===== src/rtl/snd_pkg.sv =====
// Shared types and helpers for the sound output conditioner.
// Optional build macro used by the top: SND_SIGMA_DELTA_EN.
package snd_pkg;

  localparam int SND_SAMPLE_W = 16;
  localparam int SND_STATE_W  = 20;
  localparam int SND_ACC_W    = 27;

  typedef logic signed [SND_SAMPLE_W-1:0] sample_t;
  typedef logic signed [SND_STATE_W-1:0]  state_t;

  localparam state_t SAT_HI = 20'sd32767;
  localparam state_t SAT_LO = -20'sd32768;

  // Clamp a 20-bit signed value into the 16-bit PCM range.
  function automatic sample_t sat16(input state_t v);
    sample_t r;
    if (v > SAT_HI) begin
      r = 16'sh7fff;
    end else if (v < SAT_LO) begin
      r = 16'sh8000;
    end else begin
      r = v[SND_SAMPLE_W-1:0];
    end
    return r;
  endfunction

endpackage


===== src/rtl/snd_sigma_delta.sv =====
// First-order sigma-delta modulator producing a 1-bit DAC stream from the
// current PCM sample. Only instantiated when SND_SIGMA_DELTA_EN is defined.
module snd_sigma_delta
  import snd_pkg::*;
(
  input  logic    clk,
  input  logic    reset,
  input  sample_t sample,
  output logic    dac_out
);

  logic [15:0] level;
  logic [16:0] err_acc;

  // Offset-binary view of the signed sample: 0 maps to mid-scale.
  assign level = {~sample[15], sample[14:0]};

  // Error accumulator; the carry out of the low 16 bits is the output bit.
  always_ff @(posedge clk or posedge reset) begin
    if (reset) begin
      err_acc <= '0;
    end else begin
      err_acc <= {1'b0, err_acc[15:0]} + {1'b0, level};
    end
  end

  assign dac_out = err_acc[16];

endmodule


===== src/rtl/snd_out_conditioner.sv =====
// Audio post-stage for the PSG: resample to FS_HZ, DC block, low-pass,
// gain/mute, 16-bit signed PCM with a one-cycle strobe.
// Build macro SND_SIGMA_DELTA_EN adds a 1-bit sigma-delta DAC on dac_out;
// without it dac_out is tied low.
//
// Output handshake: sample_stb is a single-cycle valid pulse with no ready;
// sample_out changes only on the cycle sample_stb is high and holds between
// strobes. Consumers must take the sample on the strobe cycle.
module snd_out_conditioner
  import snd_pkg::*;
#(
  parameter int CLK_HZ   = 50000000,
  parameter int FS_HZ    = 48000,
  parameter int DC_SHIFT = 8,
  parameter int LP_SHIFT = 2
) (
  input  logic                           clk,
  input  logic                           reset,
  input  logic [7:0]                     sndin,
  input  logic [3:0]                     vol,
  input  logic                           mute,
  output logic signed [SND_SAMPLE_W-1:0] sample_out,
  output logic                           sample_stb,
  output logic                           dac_out
);

  localparam logic [SND_ACC_W-1:0] ACC_INC = SND_ACC_W'(FS_HZ);
  localparam logic [SND_ACC_W-1:0] ACC_MOD = SND_ACC_W'(CLK_HZ);

  // Input synchroniser
  logic [7:0] sync1, sync2;

  // Fractional strobe generator
  logic [SND_ACC_W-1:0] acc, acc_sum;
  logic                 tick;

  // Pipeline valids (S1..S3); S4 valid is sample_stb itself
  logic v1, v2, v3;

  // Filter state
  logic signed [16:0] x, x_prev;
  state_t             y, z;
  logic signed [21:0] dc_sum;
  logic signed [20:0] lp_diff, lp_step, lp_sum;

  // Gain stage
  logic signed [24:0] gain_prod, gain_shr;
  state_t             gain_20;

  // Two-flop sync of the PSG level; bit skew is harmless since it is only
  // consumed at tick, long after it has settled.
  always_ff @(posedge clk or posedge reset) begin
    if (reset) begin
      sync1 <= '0;
      sync2 <= '0;
    end else begin
      sync1 <= sndin;
      sync2 <= sync1;
    end
  end

  assign acc_sum = acc + ACC_INC;

  // Phase accumulator: one tick each time it wraps past CLK_HZ.
  always_ff @(posedge clk or posedge reset) begin
    if (reset) begin
      acc  <= '0;
      tick <= 1'b0;
    end else if (acc_sum >= ACC_MOD) begin
      acc  <= acc_sum - ACC_MOD;
      tick <= 1'b1;
    end else begin
      acc  <= acc_sum;
      tick <= 1'b0;
    end
  end

  // S1: capture the synchronised level as a signed 17-bit sample.
  always_ff @(posedge clk or posedge reset) begin
    if (reset) begin
      v1     <= 1'b0;
      x      <= '0;
      x_prev <= '0;
    end else begin
      v1 <= tick;
      if (tick) begin
        x_prev <= x;
        x      <= {2'b00, sync2, 7'b0000000};
      end
    end
  end

  assign dc_sum = 22'(x) - 22'(x_prev) + 22'(y) - 22'(y >>> DC_SHIFT);

  // S2: DC blocker, y decays by y>>>DC_SHIFT per sample.
  always_ff @(posedge clk or posedge reset) begin
    if (reset) begin
      v2 <= 1'b0;
      y  <= '0;
    end else begin
      v2 <= v1;
      if (v1) begin
        y <= dc_sum[SND_STATE_W-1:0];
      end
    end
  end

  // Difference is formed one bit wider so it cannot wrap before the shift.
  assign lp_diff = 21'(y) - 21'(z);
  assign lp_step = lp_diff >>> LP_SHIFT;
  assign lp_sum  = 21'(z) + lp_step;

  // S3: one-pole low-pass (LP_SHIFT=0 makes z follow y exactly).
  always_ff @(posedge clk or posedge reset) begin
    if (reset) begin
      v3 <= 1'b0;
      z  <= '0;
    end else begin
      v3 <= v2;
      if (v2) begin
        z <= lp_sum[SND_STATE_W-1:0];
      end
    end
  end

  assign gain_prod = 25'(z) * 25'($signed({1'b0, vol}));
  assign gain_shr  = gain_prod >>> 3;

  // Pre-clamp the wide product into the 20-bit state range for sat16.
  always_comb begin
    gain_20 = gain_shr[SND_STATE_W-1:0];
    if (gain_shr > 25'sd524287) begin
      gain_20 = 20'sh7ffff;
    end else if (gain_shr < -25'sd524288) begin
      gain_20 = 20'sh80000;
    end
  end

  // S4: gain, saturate, mute, and publish with a one-cycle strobe.
  always_ff @(posedge clk or posedge reset) begin
    if (reset) begin
      sample_out <= '0;
      sample_stb <= 1'b0;
    end else begin
      sample_stb <= v3;
      if (v3) begin
        sample_out <= mute ? sample_t'(0) : sat16(gain_20);
      end
    end
  end

`ifdef SND_SIGMA_DELTA_EN
  snd_sigma_delta u_sigma_delta (
    .clk     (clk),
    .reset   (reset),
    .sample  (sample_out),
    .dac_out (dac_out)
  );
`else
  assign dac_out = 1'b0;
`endif

endmodule


===== config.mk =====
export PLATFORM = sky130hd
export DESIGN_NAME = snd_out_conditioner
export DESIGN_NICKNAME = d
export VERILOG_FILES = /design/src/rtl/snd_pkg.sv /design/src/rtl/snd_sigma_delta.sv /design/src/rtl/snd_out_conditioner.sv
export SDC_FILE = /design/constraint.sdc
export NUM_CORES = 1
export LEC_CHECK = 0
export CELL_PAD_IN_SITES_DETAIL_PLACEMENT = 2
export CELL_PAD_IN_SITES_GLOBAL_PLACEMENT = 2
export CORE_AREA = 2 2 167 169
export DETAILED_ROUTE_END_ITERATION = 16
export DIE_AREA = 0 0 169 171
export PLACE_DENSITY = 0.87
export SLEW_MARGIN = 20
export SYNTH_ARGS = -nofsm -noshare
export SYNTH_HDL_FRONTEND = slang
export SYNTH_SLANG_ARGS = --single-unit

===== constraint.sdc =====
create_clock -name clk -period 6 [get_ports clk]
set_input_delay 1.2 -clock clk [delete_from_list [all_inputs] [get_ports clk]]
set_output_delay 1.2 -clock clk [all_outputs]
set_load 0.02 [all_outputs]

==> results.json, run 1 <==
{
  "area.growth.synth_to_final_pct": 14.7,
  "finalPower_mw": 1.89,
  "crit_start": "vol[3]",
  "die_y_um": 171,
  "grt_use_total": 0.302,
  "ys.flop_type": "dfrtp_1",
  "pwr-share-clk": 0.572,
  "ys_async_sr_fraction": 1.00,
  "seq_area_frac_synth": 0.257,
  "synth-compound-area-share": 0.173,
  "core_area_um2": 27300,
  "synth_top_family_by_area": "adder cells",
  "htreeDepth": 4,
  "cts.clk_slew.worst_paths_ns": 0.06,
  "portBuffers": 31,
  "intPower_mw": 1.37,
  "netlist.area_leader.share": 0.257,
  "wirelength_um": 42000,
  "report.final.hold_viol_count": 0,
  "nNetsFinal": 1476,
  "die-area_um2": 28900,
  "pwr-share-seq": 0.407,
  "vias": 9657,
  "ys_ff_latch": 113,
  "tns_ns": 0,
  "clock_latency_ns": 0.46,
  "hp-start": "sync1[2]",
  "setup_viol": 0,
  "initial_core_util": 0.403,
  "synth_fp_nets": 1409,
  "synth_largest_area_cell": "dfrtp_1",
  "worst_slew_pin_slew_ns": 1.08,
  "drv_cap": 0,
  "cts_sinks": 113,
  "fill_cells": 2937,
  "rr_worst_depth": 19,
  "finalMaxSlewViolations": 0,
  "cp-start-kind": "input pin",
  "period_share": 0.958,
  "endpoint_kind": "flop",
  "grt_pass1_vias": 11400,
  "fp.dieW_um": 169,
  "grt_pass1_wl_um": 66300,
  "drtAntennaViolNets": 0,
  "fin_crit_ns": 5.75,
  "drc": 0,
  "antenna_found_initial": 0,
  "ir_drop_mv": 0.142,
  "leakagePower_nw": 6.01,
  "switching_share": 0.274,
  "grt-ovfl-total": 0,
  "path_max_fanout": 15,
  "hold_path_depth": 0,
  "run_status": "completed",
  "postSynthAreaPerCell_um2": 9.04,
  "rsz0062_at_grt": "no",
  "hp-class": "flop to flop",
  "slew_headroom": 0.265,
  "synthMuxAreaShare": 0.0264,
  "io_pins": 33,
  "multiInputGateArea_um2": 7500,
  "synth_edf_count": 0,
  "fmax_ghz": 0.174,
  "yosysUniqueCellTypes": 85,
  "wl_per_cell_um": 25.5,
  "cts.path.max_buffers": 2,
  "yosys.area_share.xor_xnor": 0.0762,
  "synth.most_common_cell": "inv_1",
  "switching_power_mw": 0.517,
  "r2r-start": "z[5]",
  "synthAdderAreaFrac": 0.238,
  "gp_congestion": 0.788,
  "syn_inst": 1218,
  "diodes": 0,
  "power_frac_comb": 0.021,
  "path_class": "input pin to flop",
  "syn-cell-area_um2": 11000,
  "place_inst": 1608,
  "synthSimpleGateAreaFrac": 0.162,
  "grt_max_degree": 66,
  "powerDensity_nw_per_um2": 149,
  "cp.arrival_ns": 6.07,
  "place_hpwl_um": 26600,
  "routed_via_density": 5.87,
  "final_cell_count_no_fill": 1644,
  "cts_tree": "yes",
  "crit_required_ns": 6.32,
  "cts_made_buffers": 17,
  "drt_pre_antenna_iters": 4,
  "clock_skew_ns": 0.0168,
  "seq_area_um2": 2830,
  "ys_warn_count": 0,
  "num_rows": 61,
  "drive_gt1_frac": 0.112,
  "drt_iter0_drc": 443,
  "synth_commonest_cells": "inv_1, ha_1, dfrtp_1",
  "cts_root_buf": "clkbuf_16",
  "synth_area_leaders": "dfrtp_1, ha_1, fa_1, inv_1, xnor2_1"
}
registers in the layout (all words and copies together) (netlist names):
signal and flops:
v3 1, sync1 8, x_prev 8, y 20, z 20, sample_out 16, sync2 8, tick 1
acc 20, v1 1, v2 1, x 8, sample_stb 1
cell type report:
type                            instances  area share
Clock buffer                           17      0.0337
Inverter                              153      0.0457
Timing Repair Buffer                   84      0.0559
Clock inverter                         15      0.0127
Tap cell                              346      0.0343
Sequential cell                       113       0.224
Multi-Input combinational cell        916       0.594
critical path, stage by stage:
cell and delay, ns:
dlygate4sd2_1 0.29, buf_4 0.18, and2_1 0.15, ha_1 0.26, fa_1 0.60, inv_1 0.10
fa_1 0.49, inv_1 0.09, ha_1 0.25, a21o_1 0.26, a2111oi_4 0.46, nand3_2 0.21
a2111oi_4 0.47, a211oi_2 0.10, nor4_1 0.29, a41oi_2 0.15, buf_4 0.21, a211oi_1 0.21
nor3_1 0.08
placed cells by master, fill, tap and decap left out, types with 29 or more instances in the layout:
| cell type | instances |
|---|---|
| a21oi_1 | 62 |
| and2_1 | 68 |
| buf_4 | 52 |
| clkdlybuf4s50_1 | 29 |
| dfrtp_1 | 113 |
| fa_1 | 56 |
| ha_1 | 119 |
| inv_1 | 150 |
| nand2_1 | 89 |
| nor2_1 | 65 |
| nor3_1 | 31 |
| o21ai_0 | 54 |
| xnor2_1 | 59 |
| xor2_1 | 35 |
final timing paths:
| path | to | slack, ns |
|---|---|---|
| max | sample_out[2] | 0.25 |
| min | sync2[2] | 0.36 |
| max reg2reg | z[19] | 0.33 |
| min reg2reg | sync2[2] | 0.36 |
| max in group asynchronous | z[15] | 3.74 |
| min in group asynchronous | y[4] | 1.30 |
repair_timing:
action	in CTS	in global routing
endpoints found under the setup margin	15	15
cloned	0	0
pin swaps	3	1
resized for setup	11	6
hold buffers	0	0
setup buffers	3	1
per-layer routing:
layer  wire (µm)  GRT usage  vias up  part of all wire
met5           0          0        -                 0
met4        2550      0.182        0             0.061
met3        1250     0.0493      151             0.030
met2       22000      0.560      242              0.52
met1       16200      0.322     4960              0.39
li1            -          -     4304                 -
cell families after synthesis:
kind of cell               Yosys count
and+or+nand+nor                    345
AOI/OAI and AO/OA                  272
buffers and inverters              189
adders and majority gates          176
DFF                                113
xor gates and xnor gates            95
muxes                               27
other                                1
per-stage QoR:
step / utilization / worst slack, ns / instance area [µm²] / hold WS, ns
floorplan: - / 0.400 / 11000 / 0.331
global placement: 0.438 / -0.149 / 12000 / 0.334
detailed placement: 0.438 / -0.435 / 12000 / 0.337
CTS: 0.461 / 0.0986 / 12600 / 0.356
global route: 0.462 / 0.0292 / 12600 / 0.363
finish: 0.462 / 0.250 / 12600 / 0.355
power groups by stage:
stage          logic [mW]  registers (mW)  clock network (mW)
5_1_grt            0.0435           0.769                1.11
4_1_cts            0.0403           0.769                1.09
3_3_place_gp       0.0385           0.782                   0
2_1_floorplan      0.0176           0.782                   0
6_report           0.0393           0.768                1.08
3_5_place_dp       0.0403           0.783                   0
Note: power is estimated with default switching activity, not from simulation.
==> run 2: changes to the inputs <==
clock period = 5.45 ns   (was 6 ns; I/O delays follow)
==> results.json, run 2 (same netlist as run 1, synthesis figures left out) <==
{
  "run_status": "finished with violations",
  "violations": "setup timing",
  "cts_root_buf": "clkbuf_16",
  "wirelength_um": 54500,
  "core_area_um2": 27300,
  "cp.arrival_ns": 6.26,
  "gp_congestion": 0.796,
  "finalMaxSlewViolations": 0,
  "setup_viol": 19,
  "diodes": 0,
  "worstReg2RegEnd": "z[19]",
  "crit_path_cell_trace": "inv_1 -> ha_1 -> a21o_1 -> a31o_2 -> a21oi_1 -> nor2b_1 -> nand2_1 -> nand2_1 -> a21o_1 -> a211oi_1 -> nor2_1 -> ha_1 -> a21oi_1 -> o2bb2ai_1 -> nor2_1 -> a41oi_1 -> a311oi_2 -> a211oi_1 -> nor2b_1 -> mux2i_1 -> xnor2_1",
  "die-area_um2": 28900,
  "htreeDepth": 4,
  "grt-ovfl-total": 0,
  "path_class": "flop to flop",
  "fp.dieW_um": 169,
  "grt_pass1_vias": 11800,
  "drv_cap": 0,
  "drtAntennaViolNets": 0,
  "r2r-start": "z[2]",
  "grt_use_total": 0.320,
  "rr_worst_depth": 21,
  "antenna_found_initial": 0,
  "ff2ff_setup_slack_ns": -0.41,
  "rsz0062_at_grt": "yes",
  "report.final.hold_viol_count": 0,
  "crit_required_ns": 5.84,
  "clock_latency_ns": 0.49,
  "fin_crit_ns": 5.86,
  "final_cell_count_no_fill": 1691,
  "ir_drop_mv": 0.229,
  "grt_pass1_wl_um": 70100,
  "cts.path.max_buffers": 2,
  "endpoint_kind": "flop",
  "slowest_stage": "dfrtp_1",
  "grt_max_degree": 49,
  "cp-endpoint": "z[19]",
  "worst_slew_pin_slew_ns": 1.14,
  "period_share": 1.08,
  "portBuffers": 31,
  "slew_headroom": 0.234,
  "final_core_util": 0.502,
  "powerDensity_nw_per_um2": 153,
  "drc": 0,
  "cts.clk_slew.worst_paths_ns": 0.07,
  "hp-class": "flop to flop",
  "layout_common_cells": "inv_1, dfrtp_1, ha_1",
  "nNetsFinal": 1523,
  "io_pins": 33,
  "initial_core_util": 0.403,
  "top_regs": "acc (20), y (20), z (20)",
  "place_inst": 1637,
  "cts_tree": "yes",
  "hold_buffers": 0,
  "path_max_fanout": 7,
  "hp-start": "sync1[6]",
  "drt_iter0_drc": 857,
  "routed_via_density": 6.30,
  "drive_gt1_frac": 0.204,
  "fmax_ghz": 0.171,
  "cp-start-kind": "flop",
  "area.growth.synth_to_final_pct": 24.4,
  "max_stage_delay_ns": 0.52,
  "num_rows": 61,
  "setup_ws_ns": -0.413,
  "drt_pre_antenna_iters": 5,
  "clock_skew_ns": 0.0337,
  "crit_start": "z[2]",
  "place_hpwl_um": 27800,
  "vias": 10700,
  "leakagePower_nw": 6.28,
  "wl_per_cell_um": 32.2,
  "final_common_cell": "inv_1",
  "cts_made_buffers": 17,
  "cts_sinks": 113,
  "finalPower_mw": 2.10,
  "die_y_um": 171
}
==> run 2: final cells by class <==
cell class              count  area (µm²)
clock inverters            13         126
repair buffers            130        1090
well taps                 346         433
fillers                  2789       13600
clock buffers              19         443
inverters                 153         577
flip-flops and latches    113        2830
multi-input cells         917        8200
==> run 2: how the worst min path moves through the flow <==
stage               end  slack [ns]  depth (start not counted)
2_1_floorplan  sync2[0]        0.33                          0
3_3_place_gp   sync2[6]        0.33                          0
3_5_place_dp   sync2[6]        0.34                          0
4_1_cts        sync2[6]        0.35                          0
5_1_grt        sync2[4]        0.37                          0
6_report       sync2[6]        0.35                          0
==> run 2: metal layers <==
| metal | share of wire | track usage |
|---|---|---|
| met1 | 0.37 | 0.334 |
| met2 | 0.51 | 0.593 |
| met3 | 0.053 | 0.0634 |
| met4 | 0.074 | 0.197 |
| met5 | 0 | 0 |
==> run 2: worst max-delay path, delay by kind of cell (launching register included) <==
family / cells / cell delay (ns)
buffers and inverters: 1 / 0.13
AND/OR/NAND/NOR: 6 / 0.81
XOR/XNOR: 1 / 0.16
AO/OA/AOI/OAI: 10 / 3.21
flip-flops: 1 / 0.52
multiplexers: 1 / 0.20
adder cells (fa/ha/maj): 2 / 0.76
==> run 2: stage by stage <==
stage | setup WS [ns] | area [µm²] | hold WS (ns) | TNS, ns
CTS | 0.000350 | 13000 | 0.350 | 0
global route | -0.425 | 13700 | 0.366 | -6.16
finish | -0.413 | 13700 | 0.348 | -5.61
floorplan | 0.0208 | 11000 | 0.331 | 0
global placement | -0.664 | 12200 | 0.332 | -9.93
detailed placement | -1.19 | 12200 | 0.336 | -17.93
==> run 2: report_power, final <==
| group | switching [mW] | total [mW] | internal [mW] | leakage [nW] |
|---|---|---|---|---|
| registers | 0.00162 | 0.846 | 0.844 | 1.50 |
| clock network | 0.555 | 1.20 | 0.646 | 0.267 |
| logic | 0.0341 | 0.0492 | 0.0151 | 4.52 |
| total | 0.591 | 2.10 | 1.51 | 6.28 |
==> run 2: timing repair <==
item                                    CTS  global route
pin swaps                                17            35
gates cloned                              1             1
endpoints found under the setup margin   17            20
gates resized for setup                  44            99
buffers inserted                          4            19
==> run 3: changes to the inputs <==
CELL_PAD_IN_SITES_DETAIL_PLACEMENT = 1   (was 2)
CELL_PAD_IN_SITES_GLOBAL_PLACEMENT = 1   (was 2)
CORE_AREA = 2 2 160 162   (was 2 2 167 169)
DIE_AREA = 0 0 162 164   (was 0 0 169 171)
GPL_ROUTABILITY_DRIVEN = 0   (was unset)
PLACE_DENSITY = 0.8   (was 0.87)
==> results.json, run 3 (same netlist as run 1, synthesis figures left out) <==
{
  "run_status": "finished with violations",
  "powerDensity_nw_per_um2": 159,
  "die-area_um2": 26600,
  "switching_share": 0.254,
  "worst_slew_pin_slew_ns": 1.09,
  "vias": 9002,
  "fmax_ghz": 0.182,
  "period_share": 1.01,
  "layout_common_cells": "inv_1, ha_1, dfrtp_1",
  "clock_latency_ns": 0.43,
  "final_common_cell": "inv_1",
  "wirelength_um": 29000,
  "crit_required_ns": 5.78,
  "holdWs_ns": 0.352,
  "cts_sinks": 113,
  "antenna_found_initial": 0,
  "grt_pass1_wl_um": 47800,
  "path_max_fanout": 10,
  "diodes": 0,
  "dpl_worst_slack_ns": -0.790,
  "setup_ws_ns": -0.0412,
  "core_area_um2": 24800,
  "intPower_mw": 1.56,
  "ir_drop_mv": 0.163,
  "grt_pass1_vias": 9980,
  "routed_via_density": 5.44,
  "endpoint_kind": "flop",
  "drtAntennaViolNets": 0,
  "htreeDepth": 4,
  "initial_core_util": 0.444,
  "clock_skew_ns": 0.0103,
  "num_rows": 58,
  "drc": 0,
  "leakagePower_nw": 6.23,
  "violations": "setup timing",
  "grt_max_degree": 79,
  "cts.path.max_buffers": 2,
  "report.final.hold_viol_count": 0,
  "tns_ns": -0.0821,
  "area.growth.synth_to_final_pct": 18.9,
  "grt-ovfl-total": 0,
  "drt_iter0_drc": 420,
  "switching_power_mw": 0.530,
  "cp.arrival_ns": 5.83,
  "hp-class": "flop to flop",
  "grt_use_total": 0.223,
  "cts_made_buffers": 17,
  "power_frac_comb": 0.020,
  "cts_tree": "yes",
  "fin_crit_ns": 5.49,
  "io_pins": 33,
  "drive_gt1_frac": 0.154,
  "drv_cap": 0,
  "portBuffers": 31,
  "die_y_um": 164,
  "slew_headroom": 0.266,
  "nNetsFinal": 1504,
  "ff2ff_setup_slack_ns": 0.40,
  "wl_per_cell_um": 17.5,
  "path_class": "input pin to flop",
  "drt_pre_antenna_iters": 4,
  "fp.dieW_um": 162,
  "finalMaxSlewViolations": 0,
  "pwr-share-seq": 0.406,
  "setup_viol": 5,
  "top_regs": "acc (20), y (20), z (20)",
  "cts_root_buf": "clkbuf_16",
  "pwr-share-clk": 0.574,
  "cts.clk_slew.worst_paths_ns": 0.06,
  "cp-start-kind": "input pin",
  "place_hpwl_um": 20500
}
## run 3: metal layers
| layer | global-route usage | wire length (µm) | vias to the layer above |
|---|---|---|---|
| met1 | 0.248 | 12100 | 4487 |
| met5 | 0 | 0 | - |
| met2 | 0.432 | 15600 | 103 |
| met4 | 0.0696 | 664 | 0 |
| met3 | 0.0351 | 636 | 49 |
| li1 | - | - | 4363 |
## run 3: area by class of cell
cell class	count	area, µm²
Clock buffer	17	425
Timing Repair Buffer	111	931
Multi-Input combinational cell	917	7730
Sequential cell	113	2830
Fill cell	2829	11700
Inverter	153	579
Tap cell	330	413
Clock inverter	15	185
## run 3: path summary, 6_finish.rpt
check                                  to  depth (start not counted)     start
max                         sample_out[9]                         19    vol[1]
min in group asynchronous         acc[24]                          2     reset
max reg2reg                 sample_out[9]                         17      z[8]
max in group asynchronous  sample_out[14]                          3     reset
min                              sync2[0]                          0  sync1[0]
min reg2reg                      sync2[0]                          0  sync1[0]
## run 3: repair_timing
item,CTS,global route
gates resized for setup,17,48
endpoints found under the setup margin,16,15
buffers inserted,3,1
gates cloned,1,1
pin swaps,6,11
hold buffers,0,0
## run 3: power by group through the flow
stage	logic, mW	clock network, mW	registers (mW)
2_1_floorplan	0.0194	0	0.861
3_3_place_gp	0.0414	0	0.861
3_5_place_dp	0.0423	0	0.862
4_1_cts	0.0429	1.21	0.846
5_1_grt	0.0477	1.26	0.846
6_report	0.0420	1.20	0.846
## run 3: metrics by stage
step	power, mW	cells	area, µm²	utilization
after global routing	2.15	1656	13100	0.528
after global placement	0.903	1618	12200	0.490
after detailed placement	0.904	1618	12200	0.490
final	2.09	1656	13100	0.528
after CTS	2.10	1654	12900	0.518
after floorplan	0.881	1218	11000	-
## run 3: worst max-delay path, stage by stage
cell and delay, ns:
dlygate4sd2_1 0.33, buf_6 0.18, and2_1 0.20, fa_1 0.57, inv_1 0.10, fa_1 0.57
inv_1 0.06, ha_1 0.31, and4_4 0.19, a221oi_2 0.22, nand2_1 0.12, buf_4 0.17
a211o_1 0.31, mux2i_2 0.22, o211ai_1 0.17, o41ai_2 0.41, buf_4 0.22, a21oi_4 0.11
nor3_1 0.26
